File: src/rtl/cmd_pkg.sv
// Opcodes and FSM state encoding shared by the command stream decoder.
// state      | meaning
// S_OP       | waiting for / decoding an opcode byte
// S_TRI      | shifting triangle payload bytes
// S_TEX_AH   | expecting texture address high byte
// S_TEX_AL   | expecting texture address low byte
// S_TEX_LEN  | expecting texture word count (0 = 256)
// S_TEX_DATA | assembling texture words
// S_REG_A    | expecting register address
// S_REG_D    | expecting register data
// S_PUSH     | holding a completed triangle until the vertex FIFO accepts it
package cmd_pkg;

  localparam logic [7:0] OP_NOP = 8'h00;
  localparam logic [7:0] OP_TRI = 8'h01;
  localparam logic [7:0] OP_TEX = 8'h02;
  localparam logic [7:0] OP_REG = 8'h03;

  typedef enum logic [3:0] {
    S_OP,
    S_TRI,
    S_TEX_AH,
    S_TEX_AL,
    S_TEX_LEN,
    S_TEX_DATA,
    S_REG_A,
    S_REG_D,
    S_PUSH
  } state_t;

endpackage

File: src/rtl/cmd_byte_shifter.sv
// Byte-wide shift-in register; last_o flags that the byte loaded now completes a WIDTH-bit word.
module cmd_byte_shifter #(
  parameter int WIDTH = 16
) (
  input  logic             clk,
  input  logic             rst,
  input  logic             load_i,
  input  logic [7:0]       byte_i,
  output logic [WIDTH-1:0] data_o,
  output logic             last_o
);

  localparam int NBYTES = WIDTH / 8;
  localparam logic [7:0] LAST_IDX = 8'(NBYTES - 1);

  logic [WIDTH-1:0] data_q;
  logic [7:0]       cnt_q;

  assign last_o = (cnt_q == LAST_IDX);
  assign data_o = data_q;

  // Earliest byte ends up in the MSBs once the word is complete.
  always_ff @(posedge clk or posedge rst) begin
    if (rst) begin
      data_q <= '0;
      cnt_q  <= '0;
    end else if (load_i) begin
      data_q <= WIDTH'({data_q, byte_i});
      cnt_q  <= last_o ? 8'd0 : cnt_q + 8'd1;
    end
  end

endmodule

File: src/rtl/command_stream_decoder.sv
// Opcode-framed byte stream decoder feeding vertex FIFO, texture RAM and control registers.
// Define CMD_STATS_EN to add the stat_tri_cnt / stat_tex_cnt counters.
module command_stream_decoder
  import cmd_pkg::*;
#(
  parameter int TRI_BYTES = 60,
  parameter int TEX_W     = 16,
  parameter int TEX_AW    = 14
) (
  input  logic                   clk,
  input  logic                   rst,
  input  logic [7:0]             command_rddata,
  output logic                   command_pull,
  input  logic                   command_empty,
  input  logic                   triangle_full,
  output logic [TRI_BYTES*8-1:0] triangle_wrdata,
  output logic                   triangle_push,
  output logic [TEX_AW-1:0]      tex_wraddr,
  output logic [TEX_W-1:0]       tex_wrdata,
  output logic                   tex_we,
  output logic [7:0]             reg_wraddr,
  output logic [7:0]             reg_wrdata,
  output logic                   reg_we,
  output logic                   cmd_error,
`ifdef CMD_STATS_EN
  output logic [15:0]            stat_tri_cnt,
  output logic [15:0]            stat_tex_cnt,
`endif
  output logic                   idle
);

  state_t            state_q, state_d;
  logic              inflight_q;
  logic [7:0]        addr_hi_q;
  logic [TEX_AW-1:0] tex_addr_q;
  logic [7:0]        len_q;
  logic              tex_we_q;
  logic [7:0]        reg_addr_q;
  logic [7:0]        reg_data_q;
  logic              reg_we_q;
  logic              err_q;

  logic last_byte, stall, push, err_set;
  logic tri_load, tri_last, tex_load, tex_last;

  assign tri_load = inflight_q && (state_q == S_TRI);
  assign tex_load = inflight_q && (state_q == S_TEX_DATA);

  cmd_byte_shifter #(.WIDTH(TRI_BYTES*8)) u_tri_shift (
    .clk    (clk),
    .rst    (rst),
    .load_i (tri_load),
    .byte_i (command_rddata),
    .data_o (triangle_wrdata),
    .last_o (tri_last)
  );

  cmd_byte_shifter #(.WIDTH(TEX_W)) u_tex_shift (
    .clk    (clk),
    .rst    (rst),
    .load_i (tex_load),
    .byte_i (command_rddata),
    .data_o (tex_wrdata),
    .last_o (tex_last)
  );

  always_comb begin
    state_d   = state_q;
    last_byte = 1'b0;
    stall     = 1'b0;
    push      = 1'b0;
    err_set   = 1'b0;
    case (state_q)
      S_OP: if (inflight_q) begin
        if (command_rddata == OP_TRI)      state_d = S_TRI;
        else if (command_rddata == OP_TEX) state_d = S_TEX_AH;
        else if (command_rddata == OP_REG) state_d = S_REG_A;
        else begin
          last_byte = 1'b1;
          err_set   = (command_rddata != OP_NOP);
        end
      end
      S_TRI: if (inflight_q && tri_last) begin
        last_byte = 1'b1;
        state_d   = S_PUSH;
      end
      S_TEX_AH:  if (inflight_q) state_d = S_TEX_AL;
      S_TEX_AL:  if (inflight_q) state_d = S_TEX_LEN;
      S_TEX_LEN: if (inflight_q) state_d = S_TEX_DATA;
      S_TEX_DATA: if (inflight_q && tex_last && (len_q == 8'd1)) begin
        last_byte = 1'b1;
        state_d   = S_OP;
      end
      S_REG_A: if (inflight_q) state_d = S_REG_D;
      S_REG_D: if (inflight_q) begin
        last_byte = 1'b1;
        state_d   = S_OP;
      end
      S_PUSH: begin
        stall = 1'b1;
        if (!triangle_full) begin
          push    = 1'b1;
          state_d = S_OP;
        end
      end
      default: state_d = S_OP;
    endcase
  end

  // Never pull past the end of a packet: the next opcode must be decoded first.
  assign command_pull = !command_empty && !stall && !last_byte;

  always_ff @(posedge clk or posedge rst) begin
    if (rst) begin
      state_q    <= S_OP;
      inflight_q <= 1'b0;
      addr_hi_q  <= '0;
      tex_addr_q <= '0;
      len_q      <= '0;
      tex_we_q   <= 1'b0;
      reg_addr_q <= '0;
      reg_data_q <= '0;
      reg_we_q   <= 1'b0;
      err_q      <= 1'b0;
    end else begin
      state_q    <= state_d;
      inflight_q <= command_pull;
      err_q      <= err_q | err_set;
      tex_we_q   <= tex_load && tex_last;
      reg_we_q   <= inflight_q && (state_q == S_REG_D);
      if (inflight_q && (state_q == S_TEX_AH)) addr_hi_q <= command_rddata;
      if (inflight_q && (state_q == S_TEX_AL)) tex_addr_q <= TEX_AW'({addr_hi_q, command_rddata});
      else if (tex_we_q) tex_addr_q <= tex_addr_q + TEX_AW'(1);
      if (inflight_q && (state_q == S_TEX_LEN)) len_q <= command_rddata;
      else if (tex_load && tex_last) len_q <= len_q - 8'd1;
      if (inflight_q && (state_q == S_REG_A)) reg_addr_q <= command_rddata;
      if (inflight_q && (state_q == S_REG_D)) reg_data_q <= command_rddata;
    end
  end

  assign triangle_push = push;
  assign tex_wraddr    = tex_addr_q;
  assign tex_we        = tex_we_q;
  assign reg_wraddr    = reg_addr_q;
  assign reg_wrdata    = reg_data_q;
  assign reg_we        = reg_we_q;
  assign cmd_error     = err_q;
  assign idle          = (state_q == S_OP) && !inflight_q;

`ifdef CMD_STATS_EN
  logic [15:0] stat_tri_q, stat_tex_q;

  always_ff @(posedge clk or posedge rst) begin
    if (rst) begin
      stat_tri_q <= '0;
      stat_tex_q <= '0;
    end else begin
      if (push)     stat_tri_q <= stat_tri_q + 16'd1;
      if (tex_we_q) stat_tex_q <= stat_tex_q + 16'd1;
    end
  end

  assign stat_tri_cnt = stat_tri_q;
  assign stat_tex_cnt = stat_tex_q;
`endif

endmodule

File: config.mk
export PLATFORM = sky130hd
export DESIGN_NAME = command_stream_decoder
export DESIGN_NICKNAME = d
export VERILOG_FILES = /design/src/rtl/cmd_pkg.sv /design/src/rtl/cmd_byte_shifter.sv /design/src/rtl/command_stream_decoder.sv
export SDC_FILE = /design/constraint.sdc
export NUM_CORES = 1
export LEC_CHECK = 0
export BUFFER_PORTS_ARGS = -buffer_cell sky130_fd_sc_hd__buf_2
export CORE_ASPECT_RATIO = 0.6
export CORE_MARGIN = 2
export CORE_UTILIZATION = 35
export CTS_BUF_LIST = sky130_fd_sc_hd__clkbuf_4
export DETAILED_ROUTE_END_ITERATION = 10
export GPL_ROUTABILITY_DRIVEN = 0
export HOLD_SLACK_MARGIN = 0.05
export PLACE_DENSITY = 0.54
export SLEW_MARGIN = 20
export SYNTH_ARGS = -nofsm -noshare
export SYNTH_HDL_FRONTEND = slang
export SYNTH_SLANG_ARGS = --single-unit
File: constraint.sdc
create_clock -name clk -period 16.6 [get_ports clk]
set_clock_uncertainty 0.05 [all_clocks]
set_input_delay 0.83 -clock clk [delete_from_list [all_inputs] [get_ports clk]]
set_output_delay 0.83 -clock clk [all_outputs]
set_load 0.01 [all_outputs]
### Word-level counts from Yosys, hierarchy flattened

Cells that the tools add are included.

| word-level totals | value |
|---|---|
| flip-flop bits (word level) | 564 |
| input bits | 12 |
| word-level logic and storage cells | 101 |

| cells by class | value |
|---|---|
| $add $sub $neg | 4 |
| equal/unequal tests | 24 |
| muxes and demuxes | 35 |
| bitwise logic cells | 1 |
| reductions and logical operators | 23 |

Operators with widths:

| operator | number |
|---|---|
| $mux 4 | 12 |
| $pmux 4 s9 | 1 |
| $mux 8 | 4 |
| $mux 14 | 2 |
| $eq 8x1->1 const B | 3 |
| $add 8x1->8 const B | 2 |
| $eq 4x3->1 const B | 4 |
| $eq 8x2->1 const B | 2 |
| $mux 1 | 15 |
| $add 14x1->14 const B | 1 |
| $logic_and 1x1->1 | 14 |
| $ne 2x2->1 const B | 7 |
| $reduce_and 10->1 | 1 |
| $eq 4x2->1 const B | 2 |
| $eq 8x6->1 const B | 1 |
| $reduce_bool 8->1 | 1 |
| $sub 8x1->8 const B | 1 |
| $eq 4x1->1 const B | 1 |
| $eq 4x4->1 const B | 1 |
| $logic_not 1->1 | 4 |
| $logic_not 4->1 | 1 |
| $ne 2x1->1 const B | 2 |
| $ne 4x4->1 const B | 1 |
| $pmux 1 s4 | 1 |
| other kinds (2) | 3 |

### Longest topological paths before layout

Gate-level depths: netlist of the first run.

| logic depth | value |
|---|---|
| depth after elaboration | 8 |
| mapped depth | 8 |
| gate-level depth less buffers | 7 |

### Hierarchy

From an unflattened synthesis of the first run, not the netlist that was laid out.

| second synthesis, totals | value |
|---|---|
| cell total of the unflattened synthesis | 1373 |
| area, all modules | 22022.4 sq um |

Modules (own cells, without submodules):

| module | times used | cells each | area an instance (sq um) | sequential area each (sq um) |
|---|---|---|---|---|
| cmd_byte_shifter (u_tri_shift) | 1 | 1055 | 18412.7 | 12211.7 |
| command_stream_decoder | 1 | 249 | 2621.3 | 1301.2 |
| cmd_byte_shifter (u_tex_shift) | 1 | 69 | 988.4 | 600.6 |

### Worst setup path before layout of the first run

OpenSTA, ideal clock, no wires.

| path | value |
|---|---|
| path kind | reg2out |
| start point | reg u_tri_shift.cnt_q[0] |
| end point | out command_pull |
| data arrival time | 1.851 ns |
| required time | 15.720 ns |
| path slack | 13.869 ns |
| stages on the path, launching flop included | 6 |
| buffers on the path | 0 |
| cell sequence | dfrtp_1 > ha_1 > nor4b_2 > and4_1 > or4_1 > a211oi_1 |

| on the way | value |
|---|---|
| cells in the longest elaborated chain, start to end | 6 |

Ends and longest elaborated chain:

| what | RTL line | source |
|---|---|---|
| start: declaration | cmd_byte_shifter.sv:17 | `logic [7:0] cnt_q;` |
| start signal: assignment | cmd_byte_shifter.sv:29 | `cnt_q <= last_o ? 8'd0 : cnt_q + 8'd1;` |
| $eq 8x6->1 | cmd_byte_shifter.sv:19 | `assign last_o = (cnt_q == LAST_IDX);` |
| $logic_and 1x1->1 | command_stream_decoder.sv:83 | `S_TRI: if (inflight_q && tri_last) begin` |
| $mux 1 | command_stream_decoder.sv:83 |  |
| $pmux 1 s4 | command_stream_decoder.sv:73 | `case (state_q)` |
| $logic_not 1->1 | command_stream_decoder.sv:111 | `assign command_pull = !command_empty && !stall && !last_byte;` |
| $logic_and 1x1->1 | command_stream_decoder.sv:111 |  |
| end: declaration | command_stream_decoder.sv:13 | `output logic command_pull,` |

No other way between the ends.

### Final worst setup path of the first run

| path | value |
|---|---|
| start point | reg inflight_q |
| end point | reg u_tri_shift.cnt_q[5] |

| on the way | value |
|---|---|
| cells in the longest elaborated chain, start to end | 1 |

Ends and longest elaborated chain:

| what | RTL line | source |
|---|---|---|
| start: declaration | command_stream_decoder.sv:33 | `logic inflight_q;` |
| start signal: assignment | command_stream_decoder.sv:127 | `inflight_q <= command_pull;` |
| $logic_and 1x1->1 | command_stream_decoder.sv:46 | `assign tri_load = inflight_q && (state_q == S_TRI);` |

No other way between the ends.
A chain may end at the register's enable or synchronous reset.

==> qor.csv, run 1 <==
metric,value,unit
period_share,24.68,%
worstSetupEndpointType,flip-flop,
setup_viol,0,
share_seq_of_total_power,49.8,%
critPathKind,flip-flop to flip-flop,
stdcell_area,27030,sq um
cts_max_level,4,
start_util,35.30,%
min_path_type,input pin to flip-flop,
power.density,112.0,nW/um^2
fin_nets,2987,
synth_enable_flop_cells,0,
min_period,4.096,ns
std_cell_rows,71,
grt_usage,20.44,%
wl_per_cell,17.40,microns
placedCellCount,3664,
die_width,328.0,microns
avgViaCountPerCell,4.676,
cts.sinks,564,
crit_path_end,u_tri_shift.cnt_q[5],
clkTransAtPathRegs,0.07,ns
fin_cells,3885,
drt_first_pass_iters,5,
rsz0062_at_grt,false,
drv_slew,0,
drv_cap,0,
grt_pass1_wl,103.8,mm
hold_viol,0,
via_count,18170,
coreArea,62450,sq um
combPwrFrac,12.9,%
drc_errors,0,
synth_ff_type,dfrtp_1,
p_leak,16.46,nW
drt_iter0_markers,1390,
cp_num_buf_inv,2,
slew_headroom,27.21,%
place_area,25390,sq um
max_freq,0.2441,GHz
switching_share,29.97,%
final_util,43.28,%
die_h,198.4,microns
hold_depth,3,
power_frac_clock,37.3,%
synth_top_area_share,64.02,%
grt_remaining_overflow,0,
ys_top_cells_by_area,"dfrtp_1 (64%), nand2_1 (25%), buf_2 (2.4%)",
cts_buffer_depth,3,
intPower,2.120,mW
area_growth,22.59,%
p_switching,0.9071,mW
setup.worst_path.start_class,flip-flop,
ant_nets,0,
clk_latency,0.88,ns
cp.depth,6,
yosys.area.top_type,dfrtp_1,
yosys_warnings,0,
ys_types,64,
synth.yosys.seq_area_share,64.02,%
crit_chain,"nor3b_1, nand2_4, buf_4, buf_12, o21ai_0, mux2i_1",
cts_tree,done,
reg2reg_from,inflight_q,
syn_area,22050,sq um
worstMarginPinSlew,1.092,ns
r2r_cells,6,
synthCells,2386,
pin_count,544,
arrival,4.77,ns
syn_area_per_cell,9.240,sq um
port_buffers,543,
final_layout_size_suffix_gt1_share,26.91,%
drt_wl_total,67.60,mm
crit_path_max_fanout,214,
hpwl,45.60,mm
crit_path_start,inflight_q,
synth_async_sr_flop_share,100.0,%
cp_top_family,simple AND/OR/NAND/NOR gates,
rrSetupSlack,12.50,ns
numCtsBuffers,141,
antenna_found_initial,2,
status,finished clean,
ys_ff_latch,564,
whs,0.2356,ns
fin_setup_tns,0,ns
die-area,65080,sq um
cts_setup_buffers,0,
worstPathRequired,17.28,ns
synth_fp_nets,2404,
peakVddDrop,48.59,uV
grt_pass1_vias,17680,
reg2reg_to,u_tri_shift.cnt_q[5],
cpMaxStageDelayCell,nor3b_1,
critPathMaxStageDelay,0.76,ns
grt_max_degree,215,
cts-root-buf,clkbuf_4,
[tightest hold or removal path, cell delays in order]
cell     delay, ns
buf_2         0.17
nand2_1       0.07
nand2_1       0.04
[worst min path at each step]
stage                             from                 endpoint  slack, ns
2_1_floorplan     u_tri_shift.cnt_q[5]     u_tri_shift.cnt_q[5]       0.38
3_3_place_gp   u_tri_shift.data_o[476]  u_tri_shift.data_o[476]       0.40
3_5_place_dp   u_tri_shift.data_o[475]  u_tri_shift.data_o[475]       0.41
4_1_cts              command_rddata[7]    u_tri_shift.data_o[7]       0.09
5_1_grt              command_rddata[7]    u_tri_shift.data_o[7]        0.1
6_report             command_rddata[7]    u_tri_shift.data_o[7]       0.24
[area by class of cell]
type                       count  area, sq um
timing repair buffer         559         2882
multi-input combinational   1692         7316
antenna                        3        7.507
inverter                      11        45.04
clock inverter                27        187.7
tap                          839         1050
sequential                   564        14110
fill                        6230        35420
clock buffer                 190         1426
[flip-flops by register name, indices dropped and copies added, names as in the netlist, 4 cells and up]
| signal | count |
|---|---|
| u_tex_shift.data_o | 16 |
| u_tri_shift.data_o | 480 |
| addr_hi_q | 6 |
| u_tri_shift.cnt_q | 8 |
| state_q | 4 |
| u_tex_shift.cnt_q | 8 |
| len_q | 8 |
| reg_wrdata | 8 |
| reg_wraddr | 8 |
| tex_wraddr | 14 |
[metrics by stage]
stage	setup WS, ns	power, mW
after global placement	12.83	1.912
final	12.50	3.027
after detailed placement	12.67	1.927
after floorplan	8.040	1.800
after CTS	12.55	3.080
after global routing	12.31	3.203
[logic make-up after synthesis]
| logic type | count (synthesis) | share of synthesized area (%) |
|---|---|---|
| AO/OA/AOI/OAI | 50 | 1.583 |
| AND/OR/NAND/NOR | 1571 | 28.13 |
| multiplexers | 46 | 2.316 |
| adder cells (fa/ha/maj) | 6 | 0.3405 |
| buffers and inverters | 130 | 2.855 |
| flip-flops | 564 | 64.02 |
| XOR/XNOR | 19 | 0.7548 |
[Yosys cell counts, types with 2 or more instances]
master,n
clkinv_1,2
nor3_2,3
buf_2,107
ha_1,6
and2_1,3
a211oi_1,2
and4_1,2
o21ai_0,22
or2_2,2
xnor2_1,10
a32oi_1,3
or4_1,7
inv_1,8
dfrtp_1,564
nor2b_1,4
nor3b_1,4
nor4_1,2
o22ai_1,2
o211ai_1,3
and3_1,4
mux2i_1,6
nor3_1,7
nor4b_1,3
nor4bb_1,2
nand2_1,1479
nand4_1,6
nand3_1,15
mux2_2,40
buf_4,2
a211o_1,2
xor2_1,9
nor2_1,12
a31oi_1,3
clkbuf_1,10
[power by group through the flow]
stage / clock, mW / combinational, mW / sequential [mW]
2_1_floorplan: 0 / 0.270 / 1.53
3_3_place_gp: 0 / 0.385 / 1.53
3_5_place_dp: 0 / 0.394 / 1.53
4_1_cts: 1.18 / 0.396 / 1.51
5_1_grt: 1.25 / 0.432 / 1.52
6_report: 1.13 / 0.390 / 1.51
[placed cells by master, fill, tap and decap left out, types with 4 or more instances in the layout]
cell and n:
xor2_1 9, nand2_1 1478, buf_2 543, o21ai_0 22
mux2_2 40, nor2b_1 4, dfrtp_1 564, mux2i_1 6
ha_1 6, nor3b_1 4, and3_1 4, nor3_1 7
clkbuf_4 190, buf_4 11, inv_1 7, or4_1 7
clkinv_1 21, nand3_1 15, xnor2_1 10, nor2_1 12
nand4_1 6
[what timing repair did]
item,CTS,global route
resized for setup,0,0
hold buffers,1,0
endpoints found under the hold margin,35,0
[metal layers]
layer	wire (microns)	global-route usage, %	vias to the layer above
li1	-	-	8641
met1	31210	28.84	8957
met2	31020	30.64	494
met3	4307	5.684	73
met4	1063	6.133	0
met5	0	0	-
Power figures use the tool's default switching activity.
==> inputs of run 2 (changes only) <==
--- a/config.mk
+++ b/config.mk
@@ -5,6 +5,7 @@
 export SDC_FILE = /design/constraint.sdc
 export NUM_CORES = 1
 export LEC_CHECK = 0
+export ABC_AREA = 1
 export BUFFER_PORTS_ARGS = -buffer_cell sky130_fd_sc_hd__buf_2
 export CORE_ASPECT_RATIO = 0.6
 export CORE_MARGIN = 2
@@ -13,7 +14,7 @@
 export DETAILED_ROUTE_END_ITERATION = 10
 export GPL_ROUTABILITY_DRIVEN = 0
 export HOLD_SLACK_MARGIN = 0.05
-export PLACE_DENSITY = 0.54
+export PLACE_DENSITY = 0.52
 export SLEW_MARGIN = 20
 export SYNTH_ARGS = -nofsm -noshare
 export SYNTH_HDL_FRONTEND = slang
==> constraint.sdc (replaced) <==
create_clock -name clk -period 3.9 [get_ports clk]
set_clock_uncertainty 0.05 [all_clocks]
set_input_delay 0.195 -clock clk [delete_from_list [all_inputs] [get_ports clk]]
set_output_delay 0.195 -clock clk [all_outputs]
set_load 0.01 [all_outputs]
==> qor.csv, run 2 <==
metric,value,unit
drv_slew,0,
via_count,17870,
setup.worst_path.start_class,flip-flop,
r2r_cells,6,
grt_pass1_wl,102.6,mm
worstMarginPinSlew,1.211,ns
ys_types,35,
n_fill_cell,6058,
placedCellCount,3573,
synthTopCellsByCount,"nand2_1 (630), dfrtp_1 (564), o21ai_0 (496), inv_1 (300), buf_2 (80)",
worstSetupEndpointType,flip-flop,
cts-resized-gates,0,
synthAdderAreaFrac,0.3449,%
area_growth,24.86,%
period_share,71.83,%
port_buffers,543,
wl_per_cell,17.08,microns
stdcell_area,27170,sq um
route.met3.wl,4.609,mm
grt_pass1_vias,17490,
crit_path_max_fanout,152,
syn_area_per_cell,9.462,sq um
register_area,14110,sq um
cts.sinks,564,
synthCells,2300,
synth.yosys.seq_area_share,64.85,%
hold_viol,0,
hp-start,command_rddata[1],
intPower,9.798,mW
yosys.area_share.simple,13.38,%
peakVddDrop,299.1,uV
pin_count,544,
synth_ff_type,dfrtp_1,
yosys.area.top_type,dfrtp_1,
synth_fp_nets,2318,
share_seq_of_total_power,47.2,%
switching_share,32.47,%
avgViaCountPerCell,4.659,
total_power,14.51,mW
fin_cells,3835,
final_common_cell,nand2_1,
fin_setup_tns,0,ns
fin_nets,2927,
yosysMostFrequentCell,nand2_1,
cts_max_level,4,
antenna_found_initial,2,
p_leak,14.13,nW
muxShareOfSynthArea,0,%
min_period,2.801,ns
final_cell_mix,"nand2_1 (630), dfrtp_1 (564), buf_2 (543)",
std_cell_rows,70,
drt_wl_total,65.50,mm
reg2reg_from,state_q[2],
wl_met1,29.66,mm
min_path_type,input pin to flip-flop,
ant_nets,0,
synth_top_area_share,64.85,%
synth_compound_area_share,13.04,%
setup_viol,0,
place_area,25200,sq um
multi_input_area,5963,sq um
arrival,3.51,ns
numCtsBuffers,140,
min_to,u_tex_shift.data_o[1],
dp_slack,1.117,ns
hold_depth,4,
ys_top_cells_by_area,"dfrtp_1 (65%), o21ai_0 (11%), nand2_1 (11%)",
cts_tree,done,
synth-xor-area-share,0.6037,%
drc_errors,0,
power.density,533.9,nW/um^2
slew_headroom,19.30,%
synth_top_family_by_area,simple AND/OR/NAND/NOR gates,
ys_ff_latch,564,
worstPathRequired,4.61,ns
largest_reg_flops,480,
grt_remaining_overflow,0,
clk_latency,0.87,ns
critPathKind,flip-flop to flip-flop,
combPwrFrac,18.6,%
syn_area,21760,sq um
die_h,197.2,microns
synth_async_sr_flop_share,100.0,%
rsz0062_at_grt,false,
power_frac_clock,34.2,%
synth_enable_flop_cells,0,
dr_wl_met2,30.00,mm
grt_usage,20.33,%
drt_first_pass_iters,5,
yosys_warnings,0,
rrSetupSlack,1.10,ns
final_layout_size_suffix_gt1_share,26.50,%
p_switching,4.710,mW
drt_iter0_markers,1242,
cts_setup_buffers,0,
whs,0.1869,ns
crit_path_start,state_q[2],
hpwl,45.15,mm
grt_max_degree,279,
start_util,35.55,%
top_layer,met4,
max_freq,0.3570,GHz
die_width,325.9,microns
cts_buffer_depth,3,
status,finished clean,
final_util,44.39,%
reg2reg_to,u_tri_shift.data_o[108],
clkTransAtPathRegs,0.07,ns
coreArea,61220,sq um
die-area,64260,sq um
drv_cap,0,
setup_ws,1.099,ns
cts-root-buf,clkbuf_4,
==> run 2: changes by cell type in the layout (fill, tap and decap cells not counted), sizes merged, moves of 6 or more <==
cell / delta
a21oi: +14
clkbuf: +10
dlygate4sd3: +21
inv: +297
mux2: -40
mux2i: -6
nand2: -847
nand3: +16
nor2: +38
o21ai: +503
or4: -8
xnor2: -8
==> run 2: routing by layer <==
layer	track usage, %	vias to the layer above
met4	6.315	0
met3	6.055	103
met5	0	-
met2	31.11	540
li1	-	8564
met1	27.84	8662
==> run 2: critical path, cell delays in order, from the launching register on <==
cell     delay (ns)
dfrtp_1        0.45
nor2_2         0.26
nand3_4        0.44
inv_8          0.81
buf_4          0.39
nand2_1        0.09
o21ai_1        0.09
==> run 2: worst max path at each step <==
stage                                    endpoint  cells past startpoint
after detailed placement  u_tri_shift.data_o[429]                      5
after floorplan                      addr_hi_q[0]                      1
after global routing      u_tri_shift.data_o[108]                      6
after global placement    u_tri_shift.data_o[460]                      6
final                     u_tri_shift.data_o[108]                      6
after CTS                            command_pull                      7
==> run 2: final cells by class <==
type | instances | share of cell area [%]
multi-input cells | 1316 | 21.94
well taps | 828 | 3.812
clock buffers | 200 | 5.525
diodes | 3 | 0.02763
clock inverters | 37 | 0.8702
inverters | 303 | 4.227
flip-flops and latches | 564 | 51.94
repair buffers | 584 | 11.66
==> run 2: kinds of logic after synthesis <==
logic type,Yosys count
AND/OR/NAND/NOR,737
XOR/XNOR,15
buffers and inverters,420
flip-flops,564
AO/OA/AOI/OAI,558
adder cells (fa/ha/maj),6
==> run 2: repair_timing <==
| item | in CTS | in global routing |
|---|---|---|
| endpoints found under the hold margin | 624 | 0 |
| setup endpoints to repair | 0 | 0 |
| hold buffers | 22 | 0 |
==> run 2: power groups by stage <==
stage          registers [mW]  logic (mW)  clock network (mW)
5_1_grt                  6.93        3.05                5.51
4_1_cts                  6.85        2.71                5.19
6_report                 6.85        2.69                4.96
3_3_place_gp             6.93        2.66                   0
2_1_floorplan            7.06        1.57                   0
3_5_place_dp             6.95        2.69                   0
==> inputs of run 3 (changes only) <==
--- a/config.mk
+++ b/config.mk
@@ -14,7 +14,7 @@
 export DETAILED_ROUTE_END_ITERATION = 10
 export GPL_ROUTABILITY_DRIVEN = 0
 export HOLD_SLACK_MARGIN = 0.05
-export PLACE_DENSITY = 0.52
+export PLACE_DENSITY = 0.55
 export SLEW_MARGIN = 20
 export SYNTH_ARGS = -nofsm -noshare
 export SYNTH_HDL_FRONTEND = slang
==> constraint.sdc (replaced) <==
create_clock -name clk -period 2.3 [get_ports clk]
set_clock_uncertainty 0.05 [all_clocks]
set_input_delay 0.115 -clock clk [delete_from_list [all_inputs] [get_ports clk]]
set_output_delay 0.115 -clock clk [all_outputs]
set_load 0.01 [all_outputs]
==> qor.csv, run 3 (synthesis results as in run 2) <==
metric,value,unit
placedCellCount,3590,
use_met2,30.85,%
die-area,64260,sq um
drt_iter0_markers,1211,
fin_setup_tns,-0.08136,ns
wl_per_cell,17.02,microns
rrSetupSlack,0.08,ns
setup_ws,-0.08136,ns
met3_usage,6.999,%
drv_cap,0,
power.density,910.3,nW/um^2
cts_buffer_depth,3,
drv_slew,0,
grt.busiest_layer,met2,
final_cell_mix,"nand2_1 (619), dfrtp_1 (559), buf_2 (543)",
whs,0.2052,ns
numCtsBuffers,141,
pin_count,544,
fin_cells,3899,
largest_reg_flops,480,
period_share,103.5,%
worstSetupEndpointType,output port,
worstMarginPinSlew,0.7414,ns
fin_nets,2990,
slew_headroom,50.57,%
ant_nets,0,
grt_pass1_wl,101.1,mm
grt_usage,20.11,%
die_h,197.2,microns
cts_tree,done,
coreArea,61220,sq um
min_period,2.381,ns
drt_first_pass_iters,5,
cts-root-buf,clkbuf_4,
final_layout_size_suffix_gt1_share,29.47,%
setup.worst_path.start_class,flip-flop,
arrival,2.22,ns
critPathKind,flip-flop to output port,
min_path_type,input pin to flip-flop,
p_leak,14.51,nW
drt_wl_total,66.35,mm
drc_errors,0,
via_count,18150,
port_buffers,543,
std_cell_rows,70,
avgViaCountPerCell,4.655,
cts_max_level,4,
grtUsageMet1,26.65,%
die_width,325.9,microns
violations,setup timing,
clk_latency,0.86,ns
status,"finished, violations left",
rsz0062_at_grt,true,
antenna_found_initial,4,
hpwl,46.09,mm
grt_pass1_vias,17660,
crit_path_max_fanout,8,
worstPathRequired,2.13,ns
grt_remaining_overflow,0,
final_util,45.78,%
final_common_cell,nand2_1,
grt_max_degree,169,
hold_viol,0,
area_growth,28.79,%
peakVddDrop,548.7,uV
start_util,35.55,%
clkTransAtPathRegs,0.07,ns
setup_viol,1,
cts.sinks,564,
max_freq,0.4199,GHz
-- run 3: cell types whose count changed in the layout (fill, tap and decap cells not counted), sizes merged --
cell | before | now
buf | 562 | 621
clkbuf | 200 | 203
dlygate4sd3 | 22 | 25
clkinv | 26 | 28
inv | 306 | 304
clkinvlp | 5 | 4
-- run 3: worst max-delay path, cell delays in order (launching register included) --
cell,delay (ns)
dfrtp_2,0.45
inv_1,0.08
nand2_2,0.09
nor2_2,0.06
inv_2,0.06
nor2_2,0.04
nand2_1,0.10
nand3_2,0.09
nor3_2,0.19
buf_2,0.18
-- run 3: layout make-up --
cell class / instances / area, sq um
Clock buffer: 203 / 1524
Tap cell: 828 / 1036
Antenna cell: 3 / 7.507
Timing Repair Buffer: 646 / 3806
Clock inverter: 36 / 234.0
Fill cell: 5936 / 33190
Inverter: 303 / 1151
Sequential cell: 564 / 14120
Multi-Input combinational cell: 1316 / 6150
-- run 3: worst paths after layout --
check                                   startpoint                       to  cells after the start
setup reg to reg              u_tri_shift.cnt_q[1]               state_q[0]                     16
max in group asynchronous                      rst  u_tri_shift.data_o[476]                      6
hold reg to reg            u_tri_shift.data_o[437]  u_tri_shift.data_o[445]                      2
hold / removal                   command_rddata[3]                 len_q[3]                      4
min in group asynchronous                      rst  u_tri_shift.data_o[124]                      5
setup / recovery                        state_q[1]             command_pull                      9
-- run 3: metal layers --
layer / vias up / wire, microns
met3: 131 / 5603
met4: 4 / 1589
met1: 8726 / 28660
li1: 8685 / -
met2: 602 / 30470
met5: - / 21
-- run 3: per-stage QoR --
stage          setup WS, ns  power (mW)  area [sq um]
2_1_floorplan        -5.545       14.63         21770
3_3_place_gp         0.4764       16.41         25470
3_5_place_dp         0.3957       16.52         25470
4_1_cts             -0.2128       25.46         27730
5_1_grt             -0.2752       27.13         28030
6_report           -0.08136       25.51         28030
-- run 3: power by group --
group,total (mW),switching (mW),internal [mW]
combinational,5.41,3.48,1.94
clock,8.46,4.08,4.38
sequential,11.6,0.774,10.9
total,25.5,8.33,17.2
-- run 3: what timing repair did --
item                                    in CTS  in global routing
pin swaps                                    7                 16
hold buffers                                25                  0
endpoints found under the setup margin       1                  7
hold endpoints to repair                   624                  0
cloned                                       0                  0
buffers inserted                            20                 24
gates resized for setup                     29                 39
